File: config.mk
export PLATFORM = sky130hd
export DESIGN_NAME = branch_resolve_unit
export DESIGN_NICKNAME = d
export VERILOG_FILES = /design/src/rtl/bru_pkg.sv /design/src/rtl/bpq_fifo.sv /design/src/rtl/branch_resolve_unit.sv
export SDC_FILE = /design/constraint.sdc
export NUM_CORES = 1
export LEC_CHECK = 0
export BUFFER_PORTS_ARGS = -buffer_cell sky130_fd_sc_hd__buf_2
export CAP_MARGIN = 20
export CORE_MARGIN = 5
export CORE_UTILIZATION = 40
export DETAILED_ROUTE_END_ITERATION = 16
export GPL_TIMING_DRIVEN = 0
export PLACE_DENSITY = 0.55
export SLEW_MARGIN = 15
export SYNTH_ARGS = -nofsm -noshare
export SYNTH_HDL_FRONTEND = slang
export SYNTH_HIERARCHICAL = 1
export SYNTH_SLANG_ARGS = --single-unit
export TNS_END_PERCENT = 10
File: constraint.sdc
create_clock -name clk -period 6.12 [get_ports clk]
set_input_delay 1.224 -clock clk [delete_from_list [all_inputs] [get_ports clk]]
set_output_delay 1.224 -clock clk [all_outputs]
set_load 0.03 [all_outputs]
File: src/rtl/bru_pkg.sv
// Shared types and constants for the branch resolve unit and its prediction queue.
package bru_pkg;

  localparam int XLEN_DEFAULT = 32;
  localparam int INSTR_BYTES  = 4;

  typedef struct packed {
    logic [XLEN_DEFAULT-1:0] pc;
    logic                    pred_taken;
    logic [XLEN_DEFAULT-1:0] pred_target;
  } bpq_entry_t;

endpackage

File: src/rtl/bpq_fifo.sv
// In-order queue of outstanding branch predictions; clear discards every entry
// and wins over a same-cycle push or pop.
module bpq_fifo
  import bru_pkg::*;
#(
  parameter int  DEPTH   = 4,
  parameter type entry_t = bpq_entry_t,
  localparam int PTR_W   = $clog2(DEPTH),
  localparam int CW      = PTR_W + 1
) (
  input  logic          clk,
  input  logic          rst,
  input  logic          push,
  input  logic          pop,
  input  logic          clear,
  input  entry_t        wr_data,
  output entry_t        rd_data,
  output logic          full,
  output logic          empty,
  output logic [CW-1:0] count
);

  entry_t             mem [DEPTH];
  logic [PTR_W-1:0]   wr_ptr;
  logic [PTR_W-1:0]   rd_ptr;
  logic               push_ok;
  logic               pop_ok;

  assign full    = (count == CW'(DEPTH));
  assign empty   = (count == '0);
  assign push_ok = push & ~full & ~clear;
  assign pop_ok  = pop & ~empty & ~clear;
  assign rd_data = mem[rd_ptr];

  always_ff @(posedge clk) begin
    if (push_ok) mem[wr_ptr] <= wr_data;
  end

  // Pointers are PTR_W wide so the increment wraps modulo DEPTH on its own.
  always_ff @(posedge clk) begin
    if (!rst) begin
      wr_ptr <= '0;
      rd_ptr <= '0;
      count  <= '0;
    end else if (clear) begin
      wr_ptr <= '0;
      rd_ptr <= '0;
      count  <= '0;
    end else begin
      if (push_ok) wr_ptr <= wr_ptr + PTR_W'(1);
      if (pop_ok)  rd_ptr <= rd_ptr + PTR_W'(1);
      count <= count + CW'(push_ok) - CW'(pop_ok);
    end
  end

endmodule

File: src/rtl/branch_resolve_unit.sv
// Matches EX branch outcomes against queued fetch predictions; drives predictor
// training, mispredict flush/redirect and branch statistics.
module branch_resolve_unit
  import bru_pkg::*;
#(
  parameter int DEPTH = 4,
  parameter int XLEN  = XLEN_DEFAULT,
  parameter int CNT_W = 32,
  localparam int CW   = $clog2(DEPTH) + 1
) (
  input  logic             clk,
  input  logic             rst,
  input  logic             i_fetch_valid,
  input  logic             i_fetch_is_branch,
  input  logic [XLEN-1:0]  i_fetch_pc,
  input  logic             i_fetch_pred_taken,
  input  logic [XLEN-1:0]  i_fetch_pred_target,
  output logic             o_fetch_stall,
  input  logic             i_ex_valid,
  input  logic             i_ex_taken,
  input  logic [XLEN-1:0]  i_ex_target,
  output logic             o_upd_valid,
  output logic [XLEN-1:0]  o_upd_pc,
  output logic             o_upd_taken,
  output logic             o_flush,
  output logic [XLEN-1:0]  o_redirect_pc,
  output logic [CNT_W-1:0] o_branch_cnt,
  output logic [CNT_W-1:0] o_mispredict_cnt,
  output logic             o_error
);

  typedef struct packed {
    logic [XLEN-1:0] pc;
    logic            pred_taken;
    logic [XLEN-1:0] pred_target;
  } entry_t;

  entry_t          push_entry;
  entry_t          head;
  logic            q_full;
  logic            q_empty;
  logic [CW-1:0]   q_count;
  logic            push;
  logic            resolve;
  logic            mispredict;
  logic            clear;
  logic [XLEN-1:0] redirect;

  function automatic logic [CNT_W-1:0] sat_inc(input logic [CNT_W-1:0] v);
    return (&v) ? v : v + CNT_W'(1);
  endfunction

  assign push_entry = '{pc: i_fetch_pc, pred_taken: i_fetch_pred_taken,
                        pred_target: i_fetch_pred_target};

  // A full queue refuses the push even if the head pops this cycle.
  assign o_fetch_stall = (q_count == CW'(DEPTH));
  assign push          = i_fetch_valid & i_fetch_is_branch & ~q_full;
  assign resolve       = i_ex_valid & ~q_empty;

  assign mispredict = (i_ex_taken != head.pred_taken) |
                      (i_ex_taken & head.pred_taken & (i_ex_target != head.pred_target));
  assign redirect   = i_ex_taken ? i_ex_target : head.pc + XLEN'(INSTR_BYTES);
  // Everything younger than a mispredicted branch is wrong-path.
  assign clear      = resolve & mispredict;

  bpq_fifo #(
    .DEPTH   (DEPTH),
    .entry_t (entry_t)
  ) u_fifo (
    .clk     (clk),
    .rst     (rst),
    .push    (push),
    .pop     (resolve),
    .clear   (clear),
    .wr_data (push_entry),
    .rd_data (head),
    .full    (q_full),
    .empty   (q_empty),
    .count   (q_count)
  );

  // Registered resolve outputs, one cycle after the EX resolve.
  always_ff @(posedge clk) begin
    if (!rst) begin
      o_upd_valid      <= 1'b0;
      o_upd_pc         <= '0;
      o_upd_taken      <= 1'b0;
      o_flush          <= 1'b0;
      o_redirect_pc    <= '0;
      o_branch_cnt     <= '0;
      o_mispredict_cnt <= '0;
      o_error          <= 1'b0;
    end else begin
      o_upd_valid <= resolve;
      o_flush     <= clear;
      if (resolve) begin
        o_upd_pc     <= head.pc;
        o_upd_taken  <= i_ex_taken;
        o_branch_cnt <= sat_inc(o_branch_cnt);
      end
      if (clear) begin
        o_redirect_pc    <= redirect;
        o_mispredict_cnt <= sat_inc(o_mispredict_cnt);
      end
      if (i_ex_valid && q_empty) o_error <= 1'b1;
    end
  end

endmodule

==> results.json, run 1 <==
{
  "routed_wirelength_um": 47500,
  "arrival_ns": 6.00,
  "place_inst": 2010,
  "dr.pass1.iters": 7,
  "post_cts_resized": 0,
  "clock_latency_ns": 0.57,
  "dieArea_mm2": 0.0454,
  "grt_start_max_net_pins": 48,
  "power.density_mw_per_mm2": 360,
  "dpl.hpwl_um": 34500,
  "antenna_found_initial": 10,
  "async_reset_ff_share_pct": 0,
  "clock-skew-final_ns": 0.0219,
  "peakVddDrop_mv": 0.180,
  "grt_pass1_vias": 11000,
  "syn_inst": 1239,
  "die_h_um": 213,
  "power_switching_w": 0.00210,
  "crit_fanout": 13,
  "rsz0062_at_grt": "false",
  "synth_top_area_cell": "edfxtp_1",
  "vias": 11100,
  "p_sw_share_pct": 29.4,
  "hold_buffers": 0,
  "die-width_um": 213,
  "p_leak_nw": 6.95,
  "internal_power_w": 0.00504,
  "wl_per_cell_um": 22.7,
  "htreeDepth": 2,
  "synth-main-ff-cell": "edfxtp_1",
  "synthesis.nets": 1353,
  "drv_cap": 0,
  "vias_per_cell": 5.29,
  "post-route-drc-count": 0,
  "core_area_mm2": 0.0408,
  "fmax_ghz": 0.180,
  "yosysMostFrequentCell": "edfxtp_1",
  "finalSetupViolCount": 0,
  "power_frac_seq_pct": 44.8,
  "timing.final.crit_share_pct": 90.9,
  "cts_tree": "built",
  "ios": 236,
  "cts_setup_buffers": 0,
  "layout.nets": 1639,
  "finalPower_w": 0.00715,
  "final_layout_size_suffix_gt1_share_pct": 25.0,
  "grt_usage_pct": 20.7,
  "synth_seq_cells": 401,
  "required_ns": 6.56,
  "worst-setup-path-type": "flip-flop to flip-flop",
  "tightest_slew_ns": 0.957,
  "clock_sinks": 401,
  "synth.top_cell.area_share_pct": 47.3,
  "drt_iter0_markers": 1010,
  "syn2layout_area_growth_pct": 20.4,
  "grt_overflow_total": 0,
  "cts_root_buffer": "clkbuf_16",
  "clockPowerShare_pct": 35.9,
  "slew_headroom_pct": 35.7,
  "max-clock-path-buffers": 3,
  "start_kind": "flip-flop",
  "synthTopCellsByArea": "edfxtp_1 47%, dfxtp_1 17%, mux4_2 8.9%",
  "portBuffers": 235,
  "numCtsBuffers": 44,
  "syn_avg_cell_area_um2": 13.3,
  "synth_warnings": 6,
  "gp_congestion": 0.883,
  "final_max_slew_viol_count": 0,
  "rows": 74,
  "start_util_pct": 40.4,
  "hold_violations": 0,
  "synth_edf_count": 260,
  "clk_pin_slew_worst_paths_ns": 0.06,
  "combPwrFrac_pct": 19.3,
  "final.min_clock_period_ns": 5.56,
  "grt_pass1_wl_um": 69800,
  "end_kind": "flip-flop",
  "outcome": "completed",
  "synth_area_mm2": 0.0165,
  "ys_seq_area_share_pct": 64.4,
  "synth.distinct_cells": 48,
  "ant_nets": 0,
  "worstHoldPathType": "flip-flop to flip-flop",
  "instances_no_fill": 2097,
  "synthTopCellsByCount": "260 x edfxtp_1, 164 x nand2_1, 141 x dfxtp_1"
}
power groups by stage:
stage,Clock (W),Combinational [W],Sequential [W]
4_1_cts,0.00263,0.00140,0.00320
3_3_place_gp,0,0.00136,0.00327
6_report,0.00256,0.00138,0.00320
5_1_grt,0.00274,0.00149,0.00322
2_1_floorplan,0,0.000695,0.00342
3_5_place_dp,0,0.00140,0.00326
per-layer routing:
metal / GRT usage [%] / part of all wire [%] / vias up
li1: - / - / 5208
met1: 28.4 / 44 / 5452
met2: 32.2 / 46 / 332
met3: 5.27 / 7.1 / 82
met4: 7.24 / 3.0 / 12
met5: 0 / 0.17 / -
worst paths after layout:
path / slack [ns] / end / start / cells after the start
worst max-delay path: 0.56 / u_fifo/count[2]$_SDFF_PP0_ / flip-flop / 20
worst min-delay path: 0.45 / o_redirect_pc[8]$_SDFFE_PN0P_ / o_redirect_pc[8]$_SDFFE_PN0P_ / 2
worst max register to register: 0.56 / u_fifo/count[2]$_SDFF_PP0_ / flip-flop / 20
worst min register to register: 0.45 / o_redirect_pc[8]$_SDFFE_PN0P_ / o_redirect_pc[8]$_SDFFE_PN0P_ / 2
through the flow:
step | hold slack (ns) | instance area (µm²) | worst slack, ns | utilization (%) | TNS [ns]
floorplan | 0.485 | 16500 | 1.26 | - | 0
global placement | 0.439 | 18300 | -1.22 | 44.9 | -302.21
detailed placement | 0.445 | 18500 | 0.671 | 45.2 | 0
CTS | 0.453 | 19800 | 0.627 | 48.6 | 0
global route | 0.466 | 19800 | 0.104 | 48.6 | 0
finish | 0.452 | 19900 | 0.557 | 48.6 | 0
layout make-up:
cell class	instances	area [µm²]
antenna	5	12.5
multi-input combinational	757	5470
inverter	23	86.3
clock buffer	59	1160
timing repair buffer	240	1290
tap	532	666
sequential	401	10600
buffer	58	318
clock inverter	22	224
fill	3691	21000
placed cells by master, fill, tap and decap left out, drive strengths merged, types with 3 or more instances in the layout:
master and instances:
mux4 65, edfxtp 260, and3 15, inv 24, dfxtp 141, nor4 14
a211oi 4, or3 15, and4 5, mux2i 12, o21ai 44, and2 11
or4 11, ha 10, nand4 33, nor3 14, o21a 5, xor2 28
buf 258, a21oi 84, o211ai 11, clkbuf 99, diode 5, nand3 47
clkinv 14, o31a 3, nand2 164, bufinv 4, clkinvlp 3, xnor2 60
o31ai 13, or2 3, nand2b 15, nor2b 3, nor2 57
logic make-up after synthesis:
group                    count (synthesis)  synth area share [%]
adder cells (fa/ha/maj)                 11                 0.880
AND/OR/NAND/NOR                        413                  12.2
buffers and inverters                   81                  2.45
multiplexers                            77                  9.60
flip-flops                             401                  64.4
AO/OA/AOI/OAI                          168                  5.74
XOR/XNOR                                88                  4.67
state kept, by name, summed over array words and instances (netlist names), named ones only:
name	flops
u_fifo/rd_ptr	2
o_branch_cnt	32
o_redirect_pc	32
u_fifo/mem	260
u_fifo/wr_ptr	2
o_error	1
o_upd_valid	1
o_mispredict_cnt	32
o_flush	1
u_fifo/count	3
o_upd_pc	32
o_upd_taken	1
worst max-delay path, stage by stage, from the launching register on:
cell and delay, ns:
dfxtp_1 0.37, buf_6 0.24, buf_12 0.19, mux4_2 0.57, xnor2_1 0.18, nand4_1 0.21, nor4_1 0.47, a21oi_1 0.25
nor2_1 0.32, inv_1 0.09, clkbuf_1 0.25, clkbuf_1 0.38, nor3_1 0.55, inv_1 0.09, ha_1 0.29, inv_1 0.04
ha_1 0.18, fa_1 0.38, xnor2_1 0.19, xnor2_1 0.14, nor2_1 0.05
Note: power is estimated with default switching activity, not from simulation.
==> inputs of run 2 (changes only) <==
--- a/config.mk
+++ b/config.mk
@@ -8,10 +8,10 @@
 export BUFFER_PORTS_ARGS = -buffer_cell sky130_fd_sc_hd__buf_2
 export CAP_MARGIN = 20
 export CORE_MARGIN = 5
-export CORE_UTILIZATION = 40
+export CORE_UTILIZATION = 30
 export DETAILED_ROUTE_END_ITERATION = 16
 export GPL_TIMING_DRIVEN = 0
-export PLACE_DENSITY = 0.55
+export PLACE_DENSITY = 0.43
 export SLEW_MARGIN = 15
 export SYNTH_ARGS = -nofsm -noshare
 export SYNTH_HDL_FRONTEND = slang
==> run 2 against run 1 <==
Cell count up 8.3%. Die area grew 32%. Clock power is 3% higher. Critical path depth is the same. Register-to-register slack worse by 0.10 ns. Clock-buffer cell count increased by 4. Utilization decreased by 12 points. Fmax shrank 1.8%. Sequential power about the same. Power is 1.5% higher. Sequential cell count did not move. Largest cell class unchanged.
==> results.json, run 2 (synthesis results as in run 1) <==
{
  "worst_path_largest_cell_delay_ns": 0.47,
  "combPwrFrac_pct": 19.6,
  "vias": 11100,
  "ios": 236,
  "required_ns": 6.59,
  "place_area_mm2": 0.0187,
  "rows": 86,
  "dr.pass1.iters": 5,
  "crit_chain": "buf_2, buf_2, mux4_2, xnor2_1, nand4_1, nor4_2, a21oi_1, nor2_1, inv_1, clkbuf_1, clkbuf_1, nor3_2, inv_1, ha_1, inv_1, ha_1, fa_1, xnor2_1, xnor2_1, nor2_1",
  "crit_fanout": 13,
  "power.density_mw_per_mm2": 360,
  "reg2reg_depth": 20,
  "start_util_pct": 30.1,
  "dpl.hpwl_um": 38300,
  "max-clock-path-buffers": 3,
  "p_sw_share_pct": 30.0,
  "ff2ff_setup_slack_ns": 0.45,
  "worstHoldPathType": "flip-flop to flip-flop",
  "final_cell_area_mm2": 0.0201,
  "cts_root_buffer": "clkbuf_16",
  "post-route-drc-count": 0,
  "largest_reg_flops": 260,
  "rsz0062_at_grt": "false",
  "gp_congestion": 0.819,
  "timing.final.crit_share_pct": 92.6,
  "finalPower_w": 0.00725,
  "power_switching_w": 0.00218,
  "vias_per_cell": 4.88,
  "grt_start_max_net_pins": 36,
  "end_kind": "flip-flop",
  "fmax_ghz": 0.177,
  "clk_pin_slew_worst_paths_ns": 0.06,
  "worst-setup-path-type": "flip-flop to flip-flop",
  "final.min_clock_period_ns": 5.67,
  "final_layout_size_suffix_gt1_share_pct": 25.3,
  "holdPathEnd": "o_redirect_pc[5]$_SDFFE_PN0P_",
  "tightest_slew_ns": 0.972,
  "internal_power_w": 0.00508,
  "drv_cap": 0,
  "dieArea_mm2": 0.0598,
  "hold_start": "o_redirect_pc[5]$_SDFFE_PN0P_",
  "syn2layout_area_growth_pct": 22.1,
  "htreeDepth": 2,
  "post_cts_resized": 0,
  "ant_nets": 0,
  "antenna_found_initial": 8,
  "start_kind": "flip-flop",
  "routed_wirelength_um": 52300,
  "final_max_slew_viol_count": 0,
  "p_leak_nw": 6.99,
  "clock_sinks": 401,
  "finalSetupViolCount": 0,
  "die_h_um": 245,
  "grt_pass1_wl_um": 76200,
  "clock_latency_ns": 0.58,
  "outcome": "completed",
  "clockPowerShare_pct": 36.3,
  "cts_tree": "built",
  "final_cell_mix": "260 x edfxtp_1, 241 x buf_2, 164 x nand2_1, 141 x dfxtp_1, 84 x a21oi_1",
  "grt_overflow_total": 0,
  "hold_buffers": 0,
  "portBuffers": 235,
  "grt_usage_pct": 17.2,
  "largest_register": "u_fifo/mem",
  "die-width_um": 245,
  "num-fill-cells": 5378,
  "final_common_cell": "edfxtp_1",
  "clock-skew-final_ns": 0.0211,
  "numCtsBuffers": 46,
  "drt_iter0_markers": 700,
  "fin_util_pct": 36.8,
  "power_frac_seq_pct": 44.1,
  "slew_headroom_pct": 34.7,
  "whs_path_depth": 2,
  "hold_violations": 0,
  "critPathSlowestCell": "nor4_2",
  "layout.nets": 1640,
  "wl_per_cell_um": 23.0,
  "grt_pass1_vias": 11200,
  "peakVddDrop_mv": 0.176,
  "cts_setup_buffers": 0,
  "arrival_ns": 6.14,
  "core_area_mm2": 0.0548,
  "timing.rr.end": "u_fifo/count[2]$_SDFF_PP0_"
}
run 2: cell count changes in the layout (fill, tap and decap cells not counted), moves of 3 or more:
cell,before,now
clkinv_2,6,9
clkinv_1,7,10
clkbuf_16,44,47
clkinvlp_4,3,0
clkbuf_8,0,3
run 2: worst max-delay path by stage:
| stage | endpoint | cells past startpoint | slack (ns) | from |
|---|---|---|---|---|
| detailed placement | u_fifo/count[2]$_SDFF_PP0_ | 20 | 0.04 | flip-flop |
| finish | u_fifo/count[2]$_SDFF_PP0_ | 20 | 0.45 | flip-flop |
| global placement | u_fifo/mem[2][10]$_DFFE_PP_ | 13 | -2.05 | flip-flop |
| floorplan | u_fifo/mem[0][0]$_DFFE_PP_ | 10 | 1.26 | i_ex_target[16] |
| global route | u_fifo/count[2]$_SDFF_PP0_ | 20 | 0.002 | flip-flop |
| CTS | u_fifo/count[2]$_SDFF_PP0_ | 20 | 0.003 | flip-flop |
run 2: worst max-delay path, delay by kind of cell (launching register included):
| family | cells | cell delay [ns] |
|---|---|---|
| AO/OA/AOI/OAI | 1 | 0.18 |
| XOR/XNOR | 3 | 0.59 |
| adder cells (fa/ha/maj) | 3 | 0.85 |
| buffers and inverters | 7 | 1.65 |
| flip-flops | 1 | 0.35 |
| multiplexers | 1 | 0.36 |
| AND/OR/NAND/NOR | 5 | 1.57 |
run 2: layout make-up:
class / count / area [µm²] / area share (%)
Antenna cell: 4 / 10.0 / 0.0497
Buffer: 58 / 318 / 1.58
Clock buffer: 63 / 1270 / 6.29
Clock inverter: 23 / 175 / 0.870
Inverter: 23 / 86.3 / 0.429
Multi-Input combinational cell: 757 / 5490 / 27.3
Sequential cell: 401 / 10600 / 52.8
Tap cell: 704 / 881 / 4.37
Timing Repair Buffer: 239 / 1290 / 6.39
run 2: through the flow:
| step | hold slack [ns] | setup slack [ns] | cells | TNS [ns] |
|---|---|---|---|---|
| 6_report | 0.449 | 0.454 | 2272 | 0 |
| 4_1_cts | 0.452 | 0.00292 | 2268 | 0 |
| 3_3_place_gp | 0.441 | -2.05 | 2178 | -527.98 |
| 2_1_floorplan | 0.485 | 1.26 | 1239 | 0 |
| 5_1_grt | 0.466 | 0.00164 | 2268 | 0 |
| 3_5_place_dp | 0.444 | 0.0380 | 2182 | 0 |
run 2: power groups by stage:
stage,clock [W],combinational [W],sequential (W)
2_1_floorplan,0,0.000695,0.00342
3_3_place_gp,0,0.00142,0.00327
3_5_place_dp,0,0.00145,0.00326
4_1_cts,0.00273,0.00145,0.00320
5_1_grt,0.00285,0.00155,0.00322
6_report,0.00264,0.00142,0.00320
run 2: metal layers:
layer,wire length (µm),up-vias,GRT usage (%)
met2,24700,274,27.9
met5,29,-,0
li1,-,5216,-
met4,1280,8,5.10
met3,3580,74,4.62
met1,22800,5520,22.7
